### config.mk
export PLATFORM = sky130hd
export DESIGN_NAME = timebase_timer_flat
export DESIGN_NICKNAME = d
export VERILOG_FILES = /design/src/rtl/timebase_timer_if.sv /design/src/rtl/timebase_timer.sv /design/src/flat_wrapper.sv
export SDC_FILE = /design/constraint.sdc
export NUM_CORES = 1
export LEC_CHECK = 0
export CAP_MARGIN = 15
export CORE_ASPECT_RATIO = 0.9
export CORE_MARGIN = 4
export CORE_UTILIZATION = 37
export DETAILED_ROUTE_END_ITERATION = 16
export GPL_ROUTABILITY_DRIVEN = 0
export GPL_TIMING_DRIVEN = 0
export SLEW_MARGIN = 15
export SYNTH_ARGS = -nofsm -noshare
export SYNTH_HDL_FRONTEND = slang
export SYNTH_SLANG_ARGS = --single-unit
### constraint.sdc
create_clock -name clk -period 6.4 [get_ports clk]
set_input_delay 0.96 -clock clk [delete_from_list [all_inputs] [get_ports clk]]
set_output_delay 0.96 -clock clk [all_outputs]
set_load 0.01 [all_outputs]
### src/rtl/timebase_timer_if.sv
// timebase_timer_if
//   Control/status bundle for timebase_timer.
//   master: drives enable/clear/arm/disarm, observes count/tick/wrap/armed/fire.
//   slave : the timer itself.
//   Signals:
//     enable, clear              prescaler run / synchronous clear
//     count[WIDTH], tick, wrap   timebase value and its pulses
//     arm_we, arm_sel[SEL_W], arm_delay[WIDTH], arm_periodic, disarm[NUM_CMP]
//     armed[NUM_CMP], fire[NUM_CMP]
interface timebase_timer_if #(
    parameter int WIDTH   = 32,
    parameter int NUM_CMP = 2,
    parameter int SEL_W   = (NUM_CMP > 1) ? $clog2(NUM_CMP) : 1
);
    logic               enable;
    logic               clear;
    logic [WIDTH-1:0]   count;
    logic               tick;
    logic               wrap;
    logic               arm_we;
    logic [SEL_W-1:0]   arm_sel;
    logic [WIDTH-1:0]   arm_delay;
    logic               arm_periodic;
    logic [NUM_CMP-1:0] disarm;
    logic [NUM_CMP-1:0] armed;
    logic [NUM_CMP-1:0] fire;

    modport master (
        output enable, clear, arm_we, arm_sel, arm_delay, arm_periodic, disarm,
        input  count, tick, wrap, armed, fire
    );

    modport slave (
        input  enable, clear, arm_we, arm_sel, arm_delay, arm_periodic, disarm,
        output count, tick, wrap, armed, fire
    );
endinterface

### src/rtl/timebase_timer.sv
// timebase_timer
//   Free-running tick counter with NUM_CMP compare channels (one-shot or
//   periodic). A prescaler divides clk by DIV = CLK_HZ/TICK_HZ; count advances
//   once per tick and wraps mod 2^WIDTH. Each armed channel pulses fire[i]
//   for one cycle when count takes its target value.
//   Ports:
//     clk    system clock
//     reset  asynchronous, active-high reset
//     bus    timebase_timer_if.slave (enable/clear, count/tick/wrap,
//            arm/disarm controls, armed/fire status)
module timebase_timer #(
    parameter int CLK_HZ  = 50_000_000,
    parameter int TICK_HZ = 1_000_000,
    parameter int WIDTH   = 32,
    parameter int NUM_CMP = 2,
    parameter int SEL_W   = (NUM_CMP > 1) ? $clog2(NUM_CMP) : 1
) (
    input  logic                clk,
    input  logic                reset,
    timebase_timer_if.slave     bus
);
    localparam int DIV = CLK_HZ / TICK_HZ;
    localparam int PW  = (DIV > 1) ? $clog2(DIV) : 1;

    logic [PW-1:0]      r_presc;
    logic [WIDTH-1:0]   r_count;
    logic               r_tick;
    logic               r_wrap;
    logic [NUM_CMP-1:0] r_fire;
    logic [NUM_CMP-1:0] r_armed;
    logic [NUM_CMP-1:0] r_periodic;
    logic [WIDTH-1:0]   r_target [NUM_CMP];
    logic [WIDTH-1:0]   r_period [NUM_CMP];

    logic               w_tick_now;
    logic [WIDTH-1:0]   w_count_next;
    logic [WIDTH-1:0]   w_delay;
    logic [NUM_CMP-1:0] w_arm;
    logic [NUM_CMP-1:0] w_fire_now;

    always_comb begin
        w_arm        = '0;
        w_fire_now   = '0;
        w_tick_now   = bus.enable && (r_presc == PW'(DIV - 1));
        w_count_next = r_count + {{(WIDTH-1){1'b0}}, w_tick_now};
        w_delay      = (bus.arm_delay == '0) ? WIDTH'(1) : bus.arm_delay;
        for (int unsigned i = 0; i < NUM_CMP; i++) begin
            // arm_sel values >= NUM_CMP match no channel and are ignored
            w_arm[i] = bus.arm_we && (bus.arm_sel == SEL_W'(i));
            // Compare against the count this edge produces; a same-cycle arm
            // overrides disarm, so the due fire is still pulsed in that case.
            w_fire_now[i] = w_tick_now && r_armed[i] &&
                            (w_count_next == r_target[i]) &&
                            (w_arm[i] || !bus.disarm[i]);
        end
    end

    always_ff @(posedge clk or posedge reset) begin
        if (reset) begin
            r_presc    <= '0;
            r_count    <= '0;
            r_tick     <= 1'b0;
            r_wrap     <= 1'b0;
            r_fire     <= '0;
            r_armed    <= '0;
            r_periodic <= '0;
            for (int unsigned i = 0; i < NUM_CMP; i++) begin
                r_target[i] <= '0;
                r_period[i] <= '0;
            end
        end else if (bus.clear) begin
            r_presc <= '0;
            r_count <= '0;
            r_tick  <= 1'b0;
            r_wrap  <= 1'b0;
            r_fire  <= '0;
            r_armed <= '0;
        end else begin
            if (bus.enable) begin
                r_presc <= w_tick_now ? '0 : r_presc + PW'(1);
            end
            r_count <= w_count_next;
            r_tick  <= w_tick_now;
            r_wrap  <= w_tick_now && (r_count == '1);
            r_fire  <= w_fire_now;
            for (int unsigned i = 0; i < NUM_CMP; i++) begin
                if (w_arm[i]) begin
                    r_target[i]   <= w_count_next + w_delay;
                    r_period[i]   <= w_delay;
                    r_armed[i]    <= 1'b1;
                    r_periodic[i] <= bus.arm_periodic;
                end else if (bus.disarm[i]) begin
                    r_armed[i] <= 1'b0;
                end else if (w_fire_now[i]) begin
                    if (r_periodic[i]) begin
                        r_target[i] <= r_target[i] + r_period[i];
                    end else begin
                        r_armed[i] <= 1'b0;
                    end
                end
            end
        end
    end

    assign bus.count = r_count;
    assign bus.tick  = r_tick;
    assign bus.wrap  = r_wrap;
    assign bus.fire  = r_fire;
    assign bus.armed = r_armed;
endmodule

### src/flat_wrapper.sv
// flat-port wrapper written by rule: the top's interface ports become plain ports
module timebase_timer_flat 
#(
    parameter int CLK_HZ  = 50_000_000,
    parameter int TICK_HZ = 1_000_000,
    parameter int WIDTH   = 32,
    parameter int NUM_CMP = 2,
    parameter int SEL_W   = (NUM_CMP > 1) ? $clog2(NUM_CMP) : 1
)
  (clk, reset, bus_enable, bus_clear, bus_arm_we, bus_arm_sel, bus_arm_delay, bus_arm_periodic, bus_disarm, bus_count, bus_tick, bus_wrap, bus_armed, bus_fire);
  timebase_timer_if #(.WIDTH(WIDTH), .NUM_CMP(NUM_CMP), .SEL_W(SEL_W)) bus_i ();
  input  logic clk;
  input  logic reset;
  input wire logic [$bits(bus_i.enable)-1:0] bus_enable;
  input wire logic [$bits(bus_i.clear)-1:0] bus_clear;
  input wire logic [$bits(bus_i.arm_we)-1:0] bus_arm_we;
  input wire logic [$bits(bus_i.arm_sel)-1:0] bus_arm_sel;
  input wire logic [$bits(bus_i.arm_delay)-1:0] bus_arm_delay;
  input wire logic [$bits(bus_i.arm_periodic)-1:0] bus_arm_periodic;
  input wire logic [$bits(bus_i.disarm)-1:0] bus_disarm;
  output wire logic [$bits(bus_i.count)-1:0] bus_count;
  output wire logic [$bits(bus_i.tick)-1:0] bus_tick;
  output wire logic [$bits(bus_i.wrap)-1:0] bus_wrap;
  output wire logic [$bits(bus_i.armed)-1:0] bus_armed;
  output wire logic [$bits(bus_i.fire)-1:0] bus_fire;
  assign bus_i.enable = bus_enable;
  assign bus_i.clear = bus_clear;
  assign bus_i.arm_we = bus_arm_we;
  assign bus_i.arm_sel = bus_arm_sel;
  assign bus_i.arm_delay = bus_arm_delay;
  assign bus_i.arm_periodic = bus_arm_periodic;
  assign bus_i.disarm = bus_disarm;
  assign bus_count = bus_i.count;
  assign bus_tick = bus_i.tick;
  assign bus_wrap = bus_i.wrap;
  assign bus_armed = bus_i.armed;
  assign bus_fire = bus_i.fire;
  timebase_timer #(.CLK_HZ(CLK_HZ), .TICK_HZ(TICK_HZ), .WIDTH(WIDTH), .NUM_CMP(NUM_CMP), .SEL_W(SEL_W)) u_core (.clk(clk), .reset(reset), .bus(bus_i));
endmodule
==> flow_summary.json <==
{
  "vdd_drop_max_v": 0.000194,
  "tightestPinTransition_ps": 1240,
  "wl_per_cell_um": 23.2,
  "stdcell_count": 2269,
  "synthesis.area_um2": 14600,
  "post-dp-hpwl_mm": 41.4,
  "pre_cts_slack_ps": -1130,
  "setup.worst_path.start_class": "input port",
  "netlist_top_cells_area": "dfrtp_1 (30%), ha_1 (8.3%), mux2_2 (5.1%), a21oi_1 (4.6%), xnor2_1 (4.6%)",
  "path_max_fanout": 8,
  "hold_viol_final": 0,
  "worst_setup_path_end_kind": "flip-flop",
  "viasPerCell": 5.91,
  "hold_class": "flip-flop to flip-flop",
  "die_x_um": 217,
  "worstSetupPathType": "input port to flip-flop",
  "grt_pass1_vias": 12900,
  "fin_hold_ws_ps": 516,
  "dieArea_um2": 42600,
  "status": "finished, final reports clean",
  "cts_buffers": 17,
  "worstPathArrival_ps": 6570,
  "ant_nets": 0,
  "die_h_um": 196,
  "utilization": 0.435,
  "yosysSeqAreaShare": 0.299,
  "grt_pass1_wl_mm": 80.2,
  "row_count": 68,
  "synth_edf_count": 0,
  "portBuffers": 78,
  "ys_seq_elements": 174,
  "vias": 13400,
  "yosys_warnings": 0,
  "fin_crit_sh": 0.976,
  "antenna_found_initial": 0,
  "clk_pin_slew_ps": 60,
  "yosysUniqueCellTypes": 93,
  "total_power_mw": 6.17,
  "fin_setup_tns_ps": 0,
  "postSynth.asyncResetShare": 1.00,
  "dp.cells": 2236,
  "fin_ws_ps": 157,
  "cts_root_buf": "clkbuf_16",
  "slew_headroom": 0.172,
  "synth_top_area_share": 0.299,
  "min_period_ps": 6240,
  "drt_iter0_drc": 1461,
  "dpl_cell_area_um2": 16100,
  "avgSynthCellArea_um2": 8.93,
  "grt.total_usage": 0.246,
  "overflow": 0,
  "fin_area_um2": 16800,
  "clk_path_buf_depth": 2,
  "routed_wl_mm": 52.7,
  "synth_ff_type": "dfrtp_1",
  "slew_violations": 0,
  "p_per_area_nw_per_um2": 368,
  "cts_sinks": 174,
  "synth_top_area_cell": "dfrtp_1",
  "clock.fmax_mhz": 160,
  "synthCells": 1630,
  "setup_viol": 0,
  "h-tree-depth": 4,
  "syn_nets": 1771,
  "drc_errors": 0,
  "nets": 1875,
  "start_util": 0.377,
  "grt_start_max_net_pins": 62,
  "core-area_um2": 38600,
  "drtPass1Iterations": 6,
  "p_leak_nw": 7.34,
  "clock_latency_ps": 460,
  "required_ps": 6720,
  "fin_skew_ps": 17.0,
  "io_pins": 79,
  "cts_hold_buf": 0,
  "syn2layout_area_growth_pct": 15.4,
  "drv.max_cap_violation_count": 0,
  "tritoncts": "built",
  "drive_above_1_share": 0.115
}
## logic make-up (layout without fill, tap and decap cells)
family          Yosys count  after routing  share of synthesized area
mux                     114            114                     0.0919
buf+inv                 158            271                     0.0460
other cells               0              1                          0
flops                   174            174                      0.299
xor+xnor                151            151                     0.0995
fa+ha+maj               100            100                     0.0875
simple gates            504            504                      0.185
compound gates          429            429                      0.191
## power by group
group	switching [mW]	leakage, nW	internal, mW
Clock	0.474	0.279	0.594
Sequential	0.387	2.12	1.38
Combinational	1.81	4.95	1.53
## cells in the mapped netlist, types with 9 or more instances
library cell and instances:
nand2b_1 25, or2_2 9, and2_1 11, nor2_1 135, mux2_4 20, o211ai_1 14, nor4_1 21, inv_1 62
nand2_1 111, xnor2_1 76, a21oi_1 133, mux2i_1 17, nand4_1 24, and3_1 18, a211oi_1 23, dfrtp_1 174
nor2b_1 22, mux2_2 66, a21o_1 47, o21a_1 14, o21ai_0 76, clkbuf_1 70, a31oi_1 20, mux2_1 11
o21bai_1 15, ha_1 97, buf_2 14, nand3_1 31, xor2_1 66, nor3_1 35
## worst max-delay path, cell delays in order
cell	delay [ps]
clkdlybuf4s50_1	540
nand4_1	100
or3_1	300
clkbuf_1	230
inv_2	160
ha_2	260
ha_2	270
nand4_1	110
buf_4	190
nor4_4	310
buf_4	200
nand3_1	120
and2_1	230
inv_1	80
ha_1	110
clkbuf_1	280
nand2_1	210
nor2_4	240
o211ai_1	120
buf_4	190
a211oi_2	320
o21ai_2	160
mux2i_1	250
nor2_1	60
or4b_1	540
## layer usage
metal  vias to the layer above  GRT usage  part of all wire
li1                       6138          -                 -
met3                        78     0.0401             0.070
met1                      6651      0.364              0.47
met5                         -          0                 0
met2                       552      0.369              0.43
met4                         0     0.0744             0.030
## repair_timing
item	4_1_cts	5_1_grt
endpoints found under the setup margin	15	18
resized for setup	9	17
gates cloned	0	0
pin swaps	3	2
buffers inserted	4	1
## path summary, 6_finish.rpt
check / from / endpoint / slack [ps] / cells past startpoint
max in group asynchronous: reset / u_core.r_target[23]$_DFFE_PP0P_ / 4450 / 4
min in group asynchronous: reset / u_core.r_period[2]$_DFFE_PP0P_ / 910 / 2
max reg2reg: u_core.r_presc[1]$_DFFE_PP0P_ / u_core.r_target[31]$_DFFE_PP0P_ / 580 / 26
min reg2reg: u_core.r_period[62]$_DFFE_PP0P_ / u_core.r_period[62]$_DFFE_PP0P_ / 520 / 1
max: bus_enable / u_core.r_target[31]$_DFFE_PP0P_ / 160 / 25
min: u_core.r_period[62]$_DFFE_PP0P_ / u_core.r_period[62]$_DFFE_PP0P_ / 520 / 1
## registers in the layout (all words and copies together), names as in the netlist
signal,cells
u_core.r_period,64
u_core.bus.armed,2
u_core.r_periodic,2
u_core.bus.count,32
u_core.bus.fire,2
u_core.r_target,64
u_core.bus.wrap,1
u_core.bus.tick,1
u_core.r_presc,6
## cells in the final DEF (no fill, tap or decap), types with 15 or more instances in the layout
| cell type | netlist | layout |
|---|---|---|
| xor2_1 | 66 | 65 |
| nand2b_1 | 25 | 25 |
| xnor2_1 | 76 | 74 |
| mux2_2 | 66 | 66 |
| nor2_1 | 135 | 134 |
| nand3_1 | 31 | 30 |
| a21o_1 | 47 | 47 |
| inv_1 | 62 | 60 |
| clkdlybuf4s50_1 | 0 | 78 |
| and3_1 | 18 | 17 |
| dfrtp_1 | 174 | 174 |
| o21bai_1 | 15 | 15 |
| a31oi_1 | 20 | 18 |
| nor4_1 | 21 | 19 |
| nand4_1 | 24 | 24 |
| mux2i_1 | 17 | 17 |
| nor3_1 | 35 | 34 |
| a211oi_1 | 23 | 20 |
| o21ai_0 | 76 | 73 |
| a21oi_1 | 133 | 133 |
| clkbuf_16 | 0 | 17 |
| ha_1 | 97 | 95 |
| mux2_4 | 20 | 20 |
| nand2_1 | 111 | 111 |
| clkbuf_1 | 70 | 69 |
| nor2b_1 | 22 | 22 |
## final cells by class
type | count | area [µm²]
diodes | 1 | 2.50
plain buffers | 95 | 433
clock buffers | 20 | 467
clock inverters | 8 | 92.6
fillers | 3836 | 21800
inverters | 62 | 240
multi-input cells | 1298 | 9660
flip-flops and latches | 174 | 4350
well taps | 525 | 657
repair buffers | 86 | 883
Power figures use the tool's default switching activity.
